## src/rtl/systolic_skew_feeder_pkg.sv

```systemverilog
// Shared types and helpers for the systolic array skew feeder.
package systolic_pkg;

    localparam int unsigned WORD_SIZE_DEF = 8;
    localparam int unsigned ARRAY_N_DEF   = 4;
    localparam int unsigned MAC_LAT_DEF   = 1;
    localparam int unsigned MAX_K_DEF     = 256;

    // Cycles spent draining zeros after the final beat, for the default geometry.
    localparam int unsigned FLUSH_CYC = 2 * ARRAY_N_DEF - 2 + MAC_LAT_DEF;

    typedef enum logic [2:0] {
        ST_IDLE  = 3'd0,
        ST_CLEAR = 3'd1,
        ST_FEED  = 3'd2,
        ST_FLUSH = 3'd3,
        ST_DONE  = 3'd4
    } feeder_state_e;

    // Low bit of lane i in a packed lane bus: lane(i) = [lane_lsb(i,w) +: w].
    function automatic int unsigned lane_lsb(input int unsigned i, input int unsigned w);
        return i * w;
    endfunction

    // Last beat needs 2N-2 hops to reach PE(N-1,N-1), then MAC_LAT to accumulate.
    function automatic int unsigned flush_cycles(input int unsigned n, input int unsigned lat);
        return 2 * n - 2 + lat;
    endfunction

endpackage

```

## src/rtl/systolic_skew_feeder_skew_delay_line.sv

```systemverilog
// Zero-reset shift register that delays one lane by DEPTH cycles.
module skew_delay_line
    import systolic_pkg::*;
#(
    parameter int unsigned WIDTH = WORD_SIZE_DEF,
    parameter int unsigned DEPTH = 1
) (
    input  logic             clk,
    input  logic             reset,
    input  logic [WIDTH-1:0] d_i,
    output logic [WIDTH-1:0] q_o
);

    logic [WIDTH-1:0] stage_q [DEPTH];

    // Shift the lane one stage per cycle; reset flushes to zero.
    always_ff @(posedge clk) begin
        if (reset) begin
            for (int s = 0; s < int'(DEPTH); s++) begin
                stage_q[s] <= '0;
            end
        end else begin
            stage_q[0] <= d_i;
            for (int s = 1; s < int'(DEPTH); s++) begin
                stage_q[s] <= stage_q[s-1];
            end
        end
    end

    assign q_o = stage_q[DEPTH-1];

endmodule

```

## src/rtl/systolic_skew_feeder.sv

```systemverilog
// Feeds k-slices into the systolic array edges with diagonal skew and sequences clear/flush/done.
module systolic_skew_feeder
    import systolic_pkg::*;
#(
    parameter int unsigned word_size = WORD_SIZE_DEF,
    parameter int unsigned ARRAY_N   = ARRAY_N_DEF,
    parameter int unsigned MAC_LAT   = MAC_LAT_DEF,
    parameter int unsigned MAX_K     = MAX_K_DEF
) (
    input  logic                           clk,
    input  logic                           reset,
    input  logic                           in_valid,
    output logic                           in_ready,
    input  logic [ARRAY_N*word_size-1:0]   in_a,
    input  logic [ARRAY_N*word_size-1:0]   in_b,
    input  logic                           in_last,
    output logic [ARRAY_N*word_size-1:0]   a_out,
    output logic [ARRAY_N*word_size-1:0]   b_out,
    output logic                           clear_out,
    output logic [$clog2(MAX_K+1)-1:0]     k_count,
    output logic                           tile_done,
    input  logic                           done_ack
);

    localparam int unsigned KW      = $clog2(MAX_K + 1);
    localparam int unsigned FL_CYC  = flush_cycles(ARRAY_N, MAC_LAT);
    localparam int unsigned FW      = (FL_CYC > 1) ? $clog2(FL_CYC + 1) : 1;

    feeder_state_e  state_q, state_d;
    logic [KW-1:0]  k_count_q, k_count_d;
    logic [FW-1:0]  flush_cnt_q, flush_cnt_d;
    logic           in_ready_q, in_ready_d;
    logic           clear_q, clear_d;
    logic           done_q, done_d;

    logic           accept;
    logic           beat_end;
    logic           flush_end;

    assign accept    = (state_q == ST_FEED) && in_valid;
    assign beat_end  = accept && (in_last || (k_count_q == KW'(MAX_K - 1)));
    assign flush_end = (flush_cnt_q == FW'(FL_CYC - 1));

    // State register.
    always_ff @(posedge clk) begin
        if (reset) begin
            state_q <= ST_IDLE;
        end else begin
            state_q <= state_d;
        end
    end

    // Next-state decode.
    always_comb begin
        state_d = state_q;
        unique case (state_q)
            ST_IDLE:  if (in_valid)  state_d = ST_CLEAR;
            ST_CLEAR:                state_d = ST_FEED;
            ST_FEED:  if (beat_end)  state_d = ST_FLUSH;
            ST_FLUSH: if (flush_end) state_d = ST_DONE;
            ST_DONE:  if (done_ack)  state_d = ST_IDLE;
            default:                 state_d = ST_IDLE;
        endcase
    end

    // Moore outputs decoded from the upcoming state so they register alongside it.
    always_comb begin
        in_ready_d = 1'b0;
        clear_d    = 1'b0;
        done_d     = 1'b0;
        unique case (state_d)
            ST_CLEAR: clear_d    = 1'b1;
            ST_FEED:  in_ready_d = 1'b1;
            ST_DONE:  done_d     = 1'b1;
            default:  ;
        endcase
    end

    // Beat counter restarts on clear; flush counter runs only while draining.
    always_comb begin
        k_count_d   = k_count_q;
        flush_cnt_d = '0;
        if (state_q == ST_CLEAR) begin
            k_count_d = '0;
        end else if (accept) begin
            k_count_d = k_count_q + KW'(1);
        end
        if (state_q == ST_FLUSH) begin
            flush_cnt_d = flush_cnt_q + FW'(1);
        end
    end

    // Output and counter registers.
    always_ff @(posedge clk) begin
        if (reset) begin
            in_ready_q  <= 1'b0;
            clear_q     <= 1'b0;
            done_q      <= 1'b0;
            k_count_q   <= '0;
            flush_cnt_q <= '0;
        end else begin
            in_ready_q  <= in_ready_d;
            clear_q     <= clear_d;
            done_q      <= done_d;
            k_count_q   <= k_count_d;
            flush_cnt_q <= flush_cnt_d;
        end
    end

    assign in_ready  = in_ready_q;
    assign clear_out = clear_q;
    assign tile_done = done_q;
    assign k_count   = k_count_q;

    // Lane i gets i+1 stages; non-accepted cycles inject a neutral zero bubble.
    for (genvar g = 0; g < ARRAY_N; g++) begin : g_lane
        localparam int unsigned LSB = lane_lsb(32'(g), word_size);

        logic [word_size-1:0] a_inj;
        logic [word_size-1:0] b_inj;

        assign a_inj = accept ? in_a[LSB +: word_size] : '0;
        assign b_inj = accept ? in_b[LSB +: word_size] : '0;

        skew_delay_line #(
            .WIDTH (word_size),
            .DEPTH (32'(g + 1))
        ) u_a_line (
            .clk   (clk),
            .reset (reset),
            .d_i   (a_inj),
            .q_o   (a_out[LSB +: word_size])
        );

        skew_delay_line #(
            .WIDTH (word_size),
            .DEPTH (32'(g + 1))
        ) u_b_line (
            .clk   (clk),
            .reset (reset),
            .d_i   (b_inj),
            .q_o   (b_out[LSB +: word_size])
        );
    end

endmodule

```

## config.mk

```make
export PLATFORM = sky130hd
export DESIGN_NAME = systolic_skew_feeder
export DESIGN_NICKNAME = d
export VERILOG_FILES = /design/src/rtl/systolic_skew_feeder_pkg.sv /design/src/rtl/systolic_skew_feeder_skew_delay_line.sv /design/src/rtl/systolic_skew_feeder.sv
export SDC_FILE = /design/constraint.sdc
export NUM_CORES = 1
export LEC_CHECK = 0
export ABC_AREA = 1
export CAP_MARGIN = 30
export CORE_UTILIZATION = 40
export DETAILED_ROUTE_END_ITERATION = 8
export PLACE_DENSITY = 0.7
export SLEW_MARGIN = 20
export SYNTH_ARGS = -nofsm -noshare
export SYNTH_HDL_FRONTEND = slang
export SYNTH_SLANG_ARGS = --single-unit
```

## constraint.sdc

```tcl
create_clock -name clk -period 1.5 [get_ports clk]
set_clock_uncertainty 0.2 [all_clocks]
set_input_delay 0.3 -clock clk [delete_from_list [all_inputs] [get_ports clk]]
set_output_delay 0.3 -clock clk [all_outputs]
set_load 0.02 [all_outputs]
```

# [Yosys cells after proc, flatten, opt, wreduce, memory -nomap -nowiden]
# Memories as Yosys holds them, arrays and structs flattened.
# Index checks and enable logic that the tools add are counted.
[word_totals] wordCells=93 regBits=18 mem_count=8 input_bits=69 out_inout_bits=76 mem_bits_rw=160
[classes] n_reduce_logical=8 n_addsub=2 bitwise_logic=19 muxes=41 n_eq_ne=9
[memory_table] name="g_lane[3].u_a_line.stage_q" words=4 word_bits=8 rd=4 rd_ports_with_merged_regs=0 write_ports=4 line="systolic_skew_feeder_skew_delay_line.sv:14" rtl="logic [WIDTH-1:0] stage_q [DEPTH];"
[memory_table] name="g_lane[3].u_b_line.stage_q" words=4 word_bits=8 rd=4 rd_ports_with_merged_regs=0 write_ports=4 line="systolic_skew_feeder_skew_delay_line.sv:14"
[memory_table] name="g_lane[2].u_a_line.stage_q" words=3 word_bits=8 rd=3 rd_ports_with_merged_regs=0 write_ports=3 line="systolic_skew_feeder_skew_delay_line.sv:14"
[memory_table] name="g_lane[2].u_b_line.stage_q" words=3 word_bits=8 rd=3 rd_ports_with_merged_regs=0 write_ports=3 line="systolic_skew_feeder_skew_delay_line.sv:14"
[memory_table] name="g_lane[1].u_a_line.stage_q" words=2 word_bits=8 rd=2 rd_ports_with_merged_regs=0 write_ports=2 line="systolic_skew_feeder_skew_delay_line.sv:14"
[memory_table] name="g_lane[1].u_b_line.stage_q" words=2 word_bits=8 rd=2 rd_ports_with_merged_regs=0 write_ports=2 line="systolic_skew_feeder_skew_delay_line.sv:14"
[memory_table] name="+2 memories"
[op_table] op="2-to-1 mux 8 bit" n=28
[op_table] op="bitwise OR 1 bit" n=18
[op_table] op="OR reduction 8 bit" n=2
[op_table] op="case mux 3 bit (5 select lines)" n=1
[op_table] op="2-to-1 mux 3 bit" n=4
[op_table] op="adder 9 x 1 -> 9 bit, second input constant" n=1
[op_table] op="equality test 3 x 2 -> 1 bit, second input constant" n=3
[op_table] op="equality test 3 bit, second input constant" n=3
[op_table] op="equality test 9 x 8 -> 1 bit, second input constant" n=1
[op_table] op="2-to-1 mux 1 bit" n=8
[op_table] op="equality test 3 x 1 -> 1 bit, second input constant" n=2
[op_table] op="OR reduction 2 bit" n=2
[op_table] op="adder 3 x 1 -> 3 bit, second input constant" n=1
[op_table] op="zero test 3 bit" n=1
[op_table] op="logical AND 1 bit" n=2
[op_table] op="logical OR 1 bit" n=1
[op_table] op="inverter 1 bit" n=1

# [Depth between registers and ports, before layout]
# Gate-level depths: netlist (run 1).
[logic_depth] word_depth=7 ltp_mapped=9 ltp_nobuf=9

# [Cells and area by module]
# A second synthesis (run 1) with hierarchy kept.
[hier_totals] cells_unflattened=774 area_unflattened_um2=6185.9
[by_module_without_submodules] mod="skew_delay_line at g_lane[3].u_a_line ..." n_inst=2 cells_each=99 area_per_inst_um2=914.6 seq_area_each_um2=640.6
[by_module_without_submodules] mod="skew_delay_line at g_lane[2].u_a_line ..." n_inst=2 cells_each=82 area_per_inst_um2=743.2 seq_area_each_um2=480.5
[by_module_without_submodules] mod="systolic_skew_feeder" n_inst=1 cells_each=246 area_per_inst_um2=1338.8 seq_area_each_um2=360.3
[by_module_without_submodules] mod="skew_delay_line at g_lane[1].u_a_line ..." n_inst=2 cells_each=58 area_per_inst_um2=534.3 seq_area_each_um2=320.3
[by_module_without_submodules] mod="skew_delay_line at g_lane[0].u_a_line ..." n_inst=2 cells_each=25 area_per_inst_um2=231.5 seq_area_each_um2=160.2

# [Least setup slack after synthesis (run 1)]
# Ideal clock, no wire load.
[synth_timing] path_kind="register to register" from="register k_count_q[1] (netlist: k_count[1])" to="register state_q[0]" setup_slack_ps=-305 stages_incl_launch_ff=10 arrival_time_ps=1546 path_buffers=0 period_less_slack_ps=1805 t_required_ps=1241 setup_time_ps=59 cell_sequence="dfxtp_1 > ha_1 > nand3_1 > nor4_1 > ha_1 > inv_1 > nand2_1 > nand3_1 > o21ai_0 > and2_1"
[synth_between] elab_chain_cells=5
[synth_lines] element="from (decl)" line="systolic_skew_feeder.sv:30" rtl="logic [KW-1:0] k_count_q, k_count_d;"
[synth_lines] element="from (signal assigned)" line="systolic_skew_feeder.sv:105" rtl="k_count_q <= k_count_d;"
[synth_lines] element="equality test 9 x 8 -> 1 bit" line="systolic_skew_feeder.sv:41" rtl="assign beat_end = accept && (in_last || (k_count_q == KW'(MAX_K - 1)));"
[synth_lines] element="logical OR 1 bit" line="systolic_skew_feeder.sv:41"
[synth_lines] element="logical AND 1 bit" line="systolic_skew_feeder.sv:41"
[synth_lines] element="2-to-1 mux 3 bit" line="systolic_skew_feeder.sv:59" rtl="ST_FEED: if (beat_end) state_d = ST_FLUSH;"
[synth_lines] element="case mux 3 bit (5 select lines)" line="systolic_skew_feeder.sv:56" rtl="unique case (state_q)"
[synth_lines] element="to (signal assigned)" line="systolic_skew_feeder.sv:49" rtl="state_q <= state_d;"
[synth_lines] element="to (decl)" line="systolic_skew_feeder.sv:29" rtl="feeder_state_e state_q, state_d;"
# Every way passes these cells.
# A chain may end at the register's enable or synchronous reset.

# [Final worst setup path (run 1)]
[layout_timing] from="register k_count_q[6] (netlist: k_count[6])" to="register state_q[0]"
# Same word-level chain as after synthesis.

==> flow_summary.json, run 1 <==
{
  "place_inst": 941,
  "holdPathEnd": "state_q[2]",
  "hpwlAfterDp_um": 6294,
  "synth_top_family_by_area": "buffers and inverters",
  "dieHeight_um": 121.2,
  "num_antenna_cells": 0,
  "core_area_mm2": 0.01388,
  "violations": "negative setup slack",
  "via_count": 3735,
  "cts_buffer_depth": 2,
  "finalNonFillerCells": 975,
  "leakagePower_nw": 3.477,
  "timing.rr.start": "k_count[6]",
  "synth_seq_cells": 178,
  "vias_per_cell": 3.831,
  "post-route-drc-count": 0,
  "synth_xor_area_share_pct": 0.1542,
  "wire_per_inst_um": 9.512,
  "synth_compound_area_share_pct": 1.322,
  "maxSlewViolCount": 0,
  "ys_types": 24,
  "reg2reg_depth": 8,
  "drt_pass1_iterations": 4,
  "ir_drop_uv": 743.8,
  "hold_buffers": 0,
  "reg2reg_to": "state_q[0]",
  "grt.total_usage_pct": 13.79,
  "synth.largest_area_cell": "dfxtp_1",
  "port_buffers": 144,
  "fp-row-count": 43,
  "fillers": 1274,
  "syn_avg_cell_area_um2": 8.686,
  "seq_area_frac_synth_pct": 62.73,
  "overflow": 0,
  "muxShareOfSynthArea_pct": 0,
  "finalNetCount": 855,
  "netlist_area_mm2": 0.005680,
  "timing.final.ws_setup_ns": -0.08055,
  "cts_buffers": 17,
  "finalCritPeriodShare_pct": 105.4,
  "die-area_mm2": 0.01468,
  "grt_pass1_wl_um": 15410,
  "hp-start": "reset",
  "cp_data_required_time_ns": 1.66,
  "fmax_mhz": 632.7,
  "status": "complete, but fails checks",
  "cts_tree": "done",
  "syn_nets": 727,
  "grt_pass1_vias": 3382,
  "hold_class": "in -> reg",
  "synth_cells": 654,
  "boundaryPins": 145,
  "final-hold-violation-count": 0,
  "ys_warn_count": 0,
  "drtAntennaViolNets": 0,
  "die_x_um": 121.2,
  "worstSkewPairLatency_ns": 0.42,
  "cap_violations": 0,
  "drt_iter0_drc": 121,
  "routed_wl_um": 9274,
  "h-tree-depth": 4,
  "setup_viol": 4,
  "pre_cts_ws_ns": -0.2226,
  "worst-path-max-fanout": 4,
  "initial_core_util_pct": 40.92,
  "synthAdderAreaFrac_pct": 0.8811,
  "path_class": "reg -> reg",
  "grt_start_max_net_pins": 64,
  "maxSlewHeadroom_pct": 81.97,
  "end_kind": "register",
  "ys_top_cells_by_area": "dfxtp_1 (63%), inv_1 (12%), nor2_1 (11%), buf_4 (5.3%), nand2_1 (1.8%)",
  "synth_top_area_share_pct": 62.73,
  "syn_to_final_growth_pct": 31.15,
  "rsz0062_at_grt": "true",
  "period_needed_ns": 1.581,
  "worstPathArrival_ns": 1.74,
  "clock-sinks": 178,
  "antenna_found_initial": 0,
  "cp-start-kind": "register",
  "synthSimpleGateAreaFrac_pct": 15.68,
  "cts-root-buf": "clkbuf_16",
  "power.density_mw_per_mm2": 1290,
  "ff2ff_setup_slack_ns": -0.08,
  "clkTransAtPathRegs_ns": 0.06,
  "max_slew.worst_pin.slew_ns": 0.2705,
  "hold_depth": 3,
  "drive_gt1_share_pct": 20.63,
  "gp_congestion": 0.7945
}
-- repair_timing --
action | in CTS | in global routing
setup endpoints to repair | 79 | 39
setup buffers | 1 | 1
pin swaps | 0 | 4
gates resized for setup | 293 | 40
-- layout make-up --
cell class,instances,area [um2],area share [%]
clock inverters,12,143.9,1.931
multi-input cells,240,1091,14.65
repair buffers,167,1279,17.16
well taps,180,225.2,3.023
inverters,178,668.1,8.969
clock buffers,20,456.7,6.130
flip-flops and latches,178,3586,48.14
-- synth_stat cells --
library cell / count
a21oi_1: 10
and2_1: 1
buf_1: 2
buf_2: 3
buf_4: 40
buf_6: 7
clkbuf_1: 6
dfxtp_1: 178
ha_1: 4
inv_1: 177
inv_2: 1
nand2_1: 27
nand2_4: 1
nand3_1: 10
nand3b_1: 1
nand4_1: 2
nor2_1: 166
nor2_2: 7
nor2_4: 1
nor2b_1: 1
nor3_1: 1
nor4_1: 2
o21ai_0: 5
xnor2_1: 1
-- per-layer routing --
metal | vias up | wire length, um | track usage (%)
li1 | 2046 | - | -
met1 | 1563 | 3963 | 15.30
met2 | 109 | 4381 | 22.18
met3 | 17 | 707 | 5.498
met4 | 0 | 222 | 8.256
met5 | - | 0 | 0
-- metrics by stage --
step                cell area [um2]  hold WS (ns)  power, mW  util [%]  setup TNS (ns)
finish                         7450       0.09749      9.607     53.67         -0.1906
global route                   7450       0.08933      10.03     53.67         -0.4124
CTS                            7552       0.07888      9.734     54.41         -0.3513
detailed placement             7133        0.1916      5.340     51.39          -14.27
global placement               7133        0.1883      5.336     51.39          -13.02
floorplan                      5710        0.1883      5.083         -         -0.1118
-- power breakdown --
part | total [mW] | switching (mW) | internal (mW) | leakage (nW)
clock network | 4.39 | 1.81 | 2.58 | 0.290
registers | 4.79 | 0.0185 | 4.77 | 1.44
logic | 0.425 | 0.191 | 0.233 | 1.74
total | 9.61 | 2.02 | 7.58 | 3.48
-- how the worst max path moves through the flow --
stage	to	startpoint	slack, ns	cells past startpoint
after global placement	g_lane[1].u_b_line.stage_q[0][7]	in_valid	-0.19	6
after global routing	state_q[0]	k_count[0]	-0.15	9
final	state_q[0]	k_count[6]	-0.08	8
after floorplan	state_q[0]	k_count[0]	-0.06	9
after detailed placement	g_lane[1].u_a_line.stage_q[0][2]	in_valid	-0.22	6
after CTS	state_q[0]	k_count[0]	-0.13	9
-- cells in the final DEF, fill, tap and decap left out, types with 5 or more instances in the layout --
| cell type | Yosys | layout |
|---|---|---|
| clkbuf_16 | 0 | 17 |
| inv_6 | 0 | 5 |
| nor2_2 | 7 | 8 |
| dfxtp_2 | 0 | 6 |
| dfxtp_1 | 178 | 168 |
| a21oi_1 | 10 | 8 |
| nand2_1 | 27 | 25 |
| buf_4 | 40 | 26 |
| nor2_1 | 166 | 165 |
| clkdlybuf4s50_1 | 0 | 67 |
| buf_2 | 3 | 70 |
| nand3_1 | 10 | 8 |
| inv_1 | 177 | 175 |
-- critical path, stage by stage, from the launching register on --
cell	delay (ns)
dfxtp_2	0.36
inv_1	0.09
nor4_4	0.30
ha_2	0.21
inv_2	0.04
nand2_2	0.06
nand3_2	0.06
o21ai_2	0.07
and2_1	0.13
-- cells by family (layout without fill, tap and decap cells) --
kind of cell	count (synthesis)	count (layout)
buffers and inverters	236	377
and+or+nand+nor	220	220
DFF	178	178
AOI/OAI and AO/OA	15	15
adders and majority gates	4	4
xor gates and xnor gates	1	1
-- sequential cells by signal (all words and copies together), names as in the netlist --
| signal | count |
|---|---|
| g_lane.u_a_line.stage_q | 80 |
| flush_cnt_q | 3 |
| clear_out | 1 |
| state_q | 3 |
| k_count | 9 |
| in_ready | 1 |
| g_lane.u_b_line.stage_q | 80 |
| tile_done | 1 |
No activity file was read; power rests on OpenSTA's default activity.
==> run 2, diff against run 1 <==
CORE_UTILIZATION = 43   (was 40)
PLACE_DENSITY = 0.74   (was 0.7)
==> run 2 against run 1 <==
Compared with the run above: the run still ends with negative setup slack left; sequential power hardly changed; critical path type unchanged; critical path depth is 1 higher; final area hardly changed; hold slack better by 0.10 ns; core utilization is 4.6 points higher; largest power group unchanged; first-iteration DRC count is 24% higher; final cell count is 1.3% lower; non-clock buffer count is 4 lower; clock power is 2% higher; worst setup slack worse by 0.097 ns; die area is 6.9% lower; largest cell class unchanged; combinational power is 0.9% higher.
==> flow_summary.json, run 2 (synthesis gave the netlist of run 1 again) <==
{
  "wire_per_inst_um": 9.951,
  "worst-path-max-fanout": 2,
  "period_needed_ns": 1.677,
  "path_class": "reg -> reg",
  "seq_area_mm2": 0.003580,
  "initial_core_util_pct": 44.47,
  "crit_path_max_incr_delay_ns": 0.37,
  "cts_buffer_depth": 2,
  "via_count": 3771,
  "worstSkewPairLatency_ns": 0.41,
  "path_buf_inv": 1,
  "drt_iter0_drc": 150,
  "max_slew.worst_pin.slew_ns": 0.4130,
  "clkTransAtPathRegs_ns": 0.06,
  "multiInputGateArea_mm2": 0.001080,
  "maxSlewViolCount": 0,
  "leakagePower_nw": 3.466,
  "h-tree-depth": 4,
  "post_cts_buffers": 0,
  "maxSlewHeadroom_pct": 72.47,
  "dieHeight_um": 116.9,
  "cts-root-buf": "clkbuf_16",
  "gp_congestion": 0.8118,
  "final_cell_mix": "inv_1 (177), dfxtp_1 (171), nor2_1 (166), buf_2 (70), clkdlybuf4s50_1 (67)",
  "power.density_mw_per_mm2": 1302,
  "cap_violations": 0,
  "drtAntennaViolNets": 0,
  "grt_pass1_vias": 3421,
  "cpLargestDelayFamily": "simple AND/OR/NAND/NOR gates",
  "grt_pass1_wl_um": 15410,
  "grt.total_usage_pct": 15.11,
  "violations": "negative setup slack",
  "fp-row-count": 41,
  "num_antenna_cells": 0,
  "hold_class": "reg -> reg",
  "die_x_um": 116.9,
  "overflow": 0,
  "drt_pass1_iterations": 4,
  "cp_data_required_time_ns": 1.66,
  "worstPathArrival_ns": 1.84,
  "grt_start_max_net_pins": 57,
  "end_kind": "register",
  "power.total_mw": 9.693,
  "clock-sinks": 178,
  "cp-start-kind": "register",
  "hold_depth": 2,
  "status": "complete, but fails checks",
  "hpwlAfterDp_um": 6405,
  "port_buffers": 144,
  "finalNetCount": 851,
  "pre_cts_ws_ns": -0.2212,
  "antenna_found_initial": 0,
  "core_area_mm2": 0.01277,
  "post-route-drc-count": 0,
  "cts_buffers": 17,
  "syn_to_final_growth_pct": 31.08,
  "vias_per_cell": 3.920,
  "rsz0062_at_grt": "true",
  "cp_slowest_cell": "dfxtp_4",
  "fillers": 1145,
  "path_cells": "ha_4, nand3_4, nor4_4, ha_2, inv_1, nand2_1, nand3_2, o21ai_2, and2_1",
  "crit_cells": 9,
  "final_common_cell": "inv_1",
  "timing.final.ws_setup_ns": -0.1775,
  "die-area_mm2": 0.01367,
  "drive_gt1_share_pct": 18.86,
  "final-hold-violation-count": 0,
  "cts_tree": "done",
  "boundaryPins": 145,
  "ir_drop_uv": 845.0,
  "routed_wl_um": 9573,
  "setup_viol": 5,
  "reg2reg_depth": 9,
  "finalCritPeriodShare_pct": 111.8,
  "fmax_mhz": 596.1
}
==> run 2: cell types whose count changed in the layout (fill, tap and decap cells not counted), moves of 2 or more <==
cell,previous run,this run
buf_12,2,5
buf_4,26,17
clkinv_4,1,3
dfxtp_1,168,171
dfxtp_2,6,4
inv_1,175,177
inv_2,3,1
inv_6,5,1
nand2_1,25,27
nand2_2,2,0
==> run 2: path summary, 6_finish.rpt <==
path                            slack [ns]                        startpoint                           endpoint
worst max-delay path                 -0.18                        k_count[0]                         state_q[0]
worst min-delay path                  0.20  g_lane[2].u_b_line.stage_q[0][9]  g_lane[2].u_b_line.stage_q[0][17]
worst max register to register       -0.18                        k_count[0]                         state_q[0]
worst min register to register        0.20  g_lane[2].u_b_line.stage_q[0][9]  g_lane[2].u_b_line.stage_q[0][17]
==> run 2: power by group <==
part | internal (mW) | switching [mW] | leakage, nW | total (mW)
clock | 2.71 | 1.76 | 0.289 | 4.47
combinational | 0.236 | 0.193 | 1.74 | 0.429
sequential | 4.77 | 0.0194 | 1.44 | 4.79
total | 7.72 | 1.97 | 3.47 | 9.69
==> run 2: through the flow <==
step           cells  hold slack (ns)  utilization, %  area [um2]  setup TNS, ns
2_1_floorplan    654           0.1883               -        5710        -0.1118
3_3_place_gp     930           0.1883           55.88        7138         -11.38
3_5_place_dp     930           0.1917           55.88        7138         -12.92
4_1_cts          962           0.1805           59.46        7595        -0.3401
5_1_grt          962           0.1873           58.29        7446        -0.6869
6_report         962           0.1975           58.29        7446        -0.4259
==> run 2: area by class of cell <==
type | instances | share of cell area (%)
repair buffers | 163 | 17.36
well taps | 172 | 2.890
clock inverters | 11 | 2.067
clock buffers | 20 | 6.133
flip-flops and latches | 178 | 48.08
multi-input cells | 240 | 14.50
inverters | 178 | 8.973
==> run 2: tightest hold or removal path, delay by kind of cell, from the launching register on <==
kind	cells	cell delay, ns
flops	1	0.29
buf+inv	1	0.04
simple gates	1	0.03
==> run 2: timing repair <==
item                                    CTS  global route
gates resized for setup                 281            41
hold endpoints to repair                  3             0
pin swaps                                 0             4
hold buffers                              1             0
endpoints found under the setup margin   79            39
==> run 2: layer usage <==
metal  share of wire [%]  track usage [%]  wire (um)  vias to the layer above
met4                 3.1            8.945        293                        0
met2                  47            24.50       4514                       97
met5                   0                0          0                        -
met3                 7.5            6.694        715                       23
li1                    -                -          -                     2034
met1                  42            16.39       4050                     1617
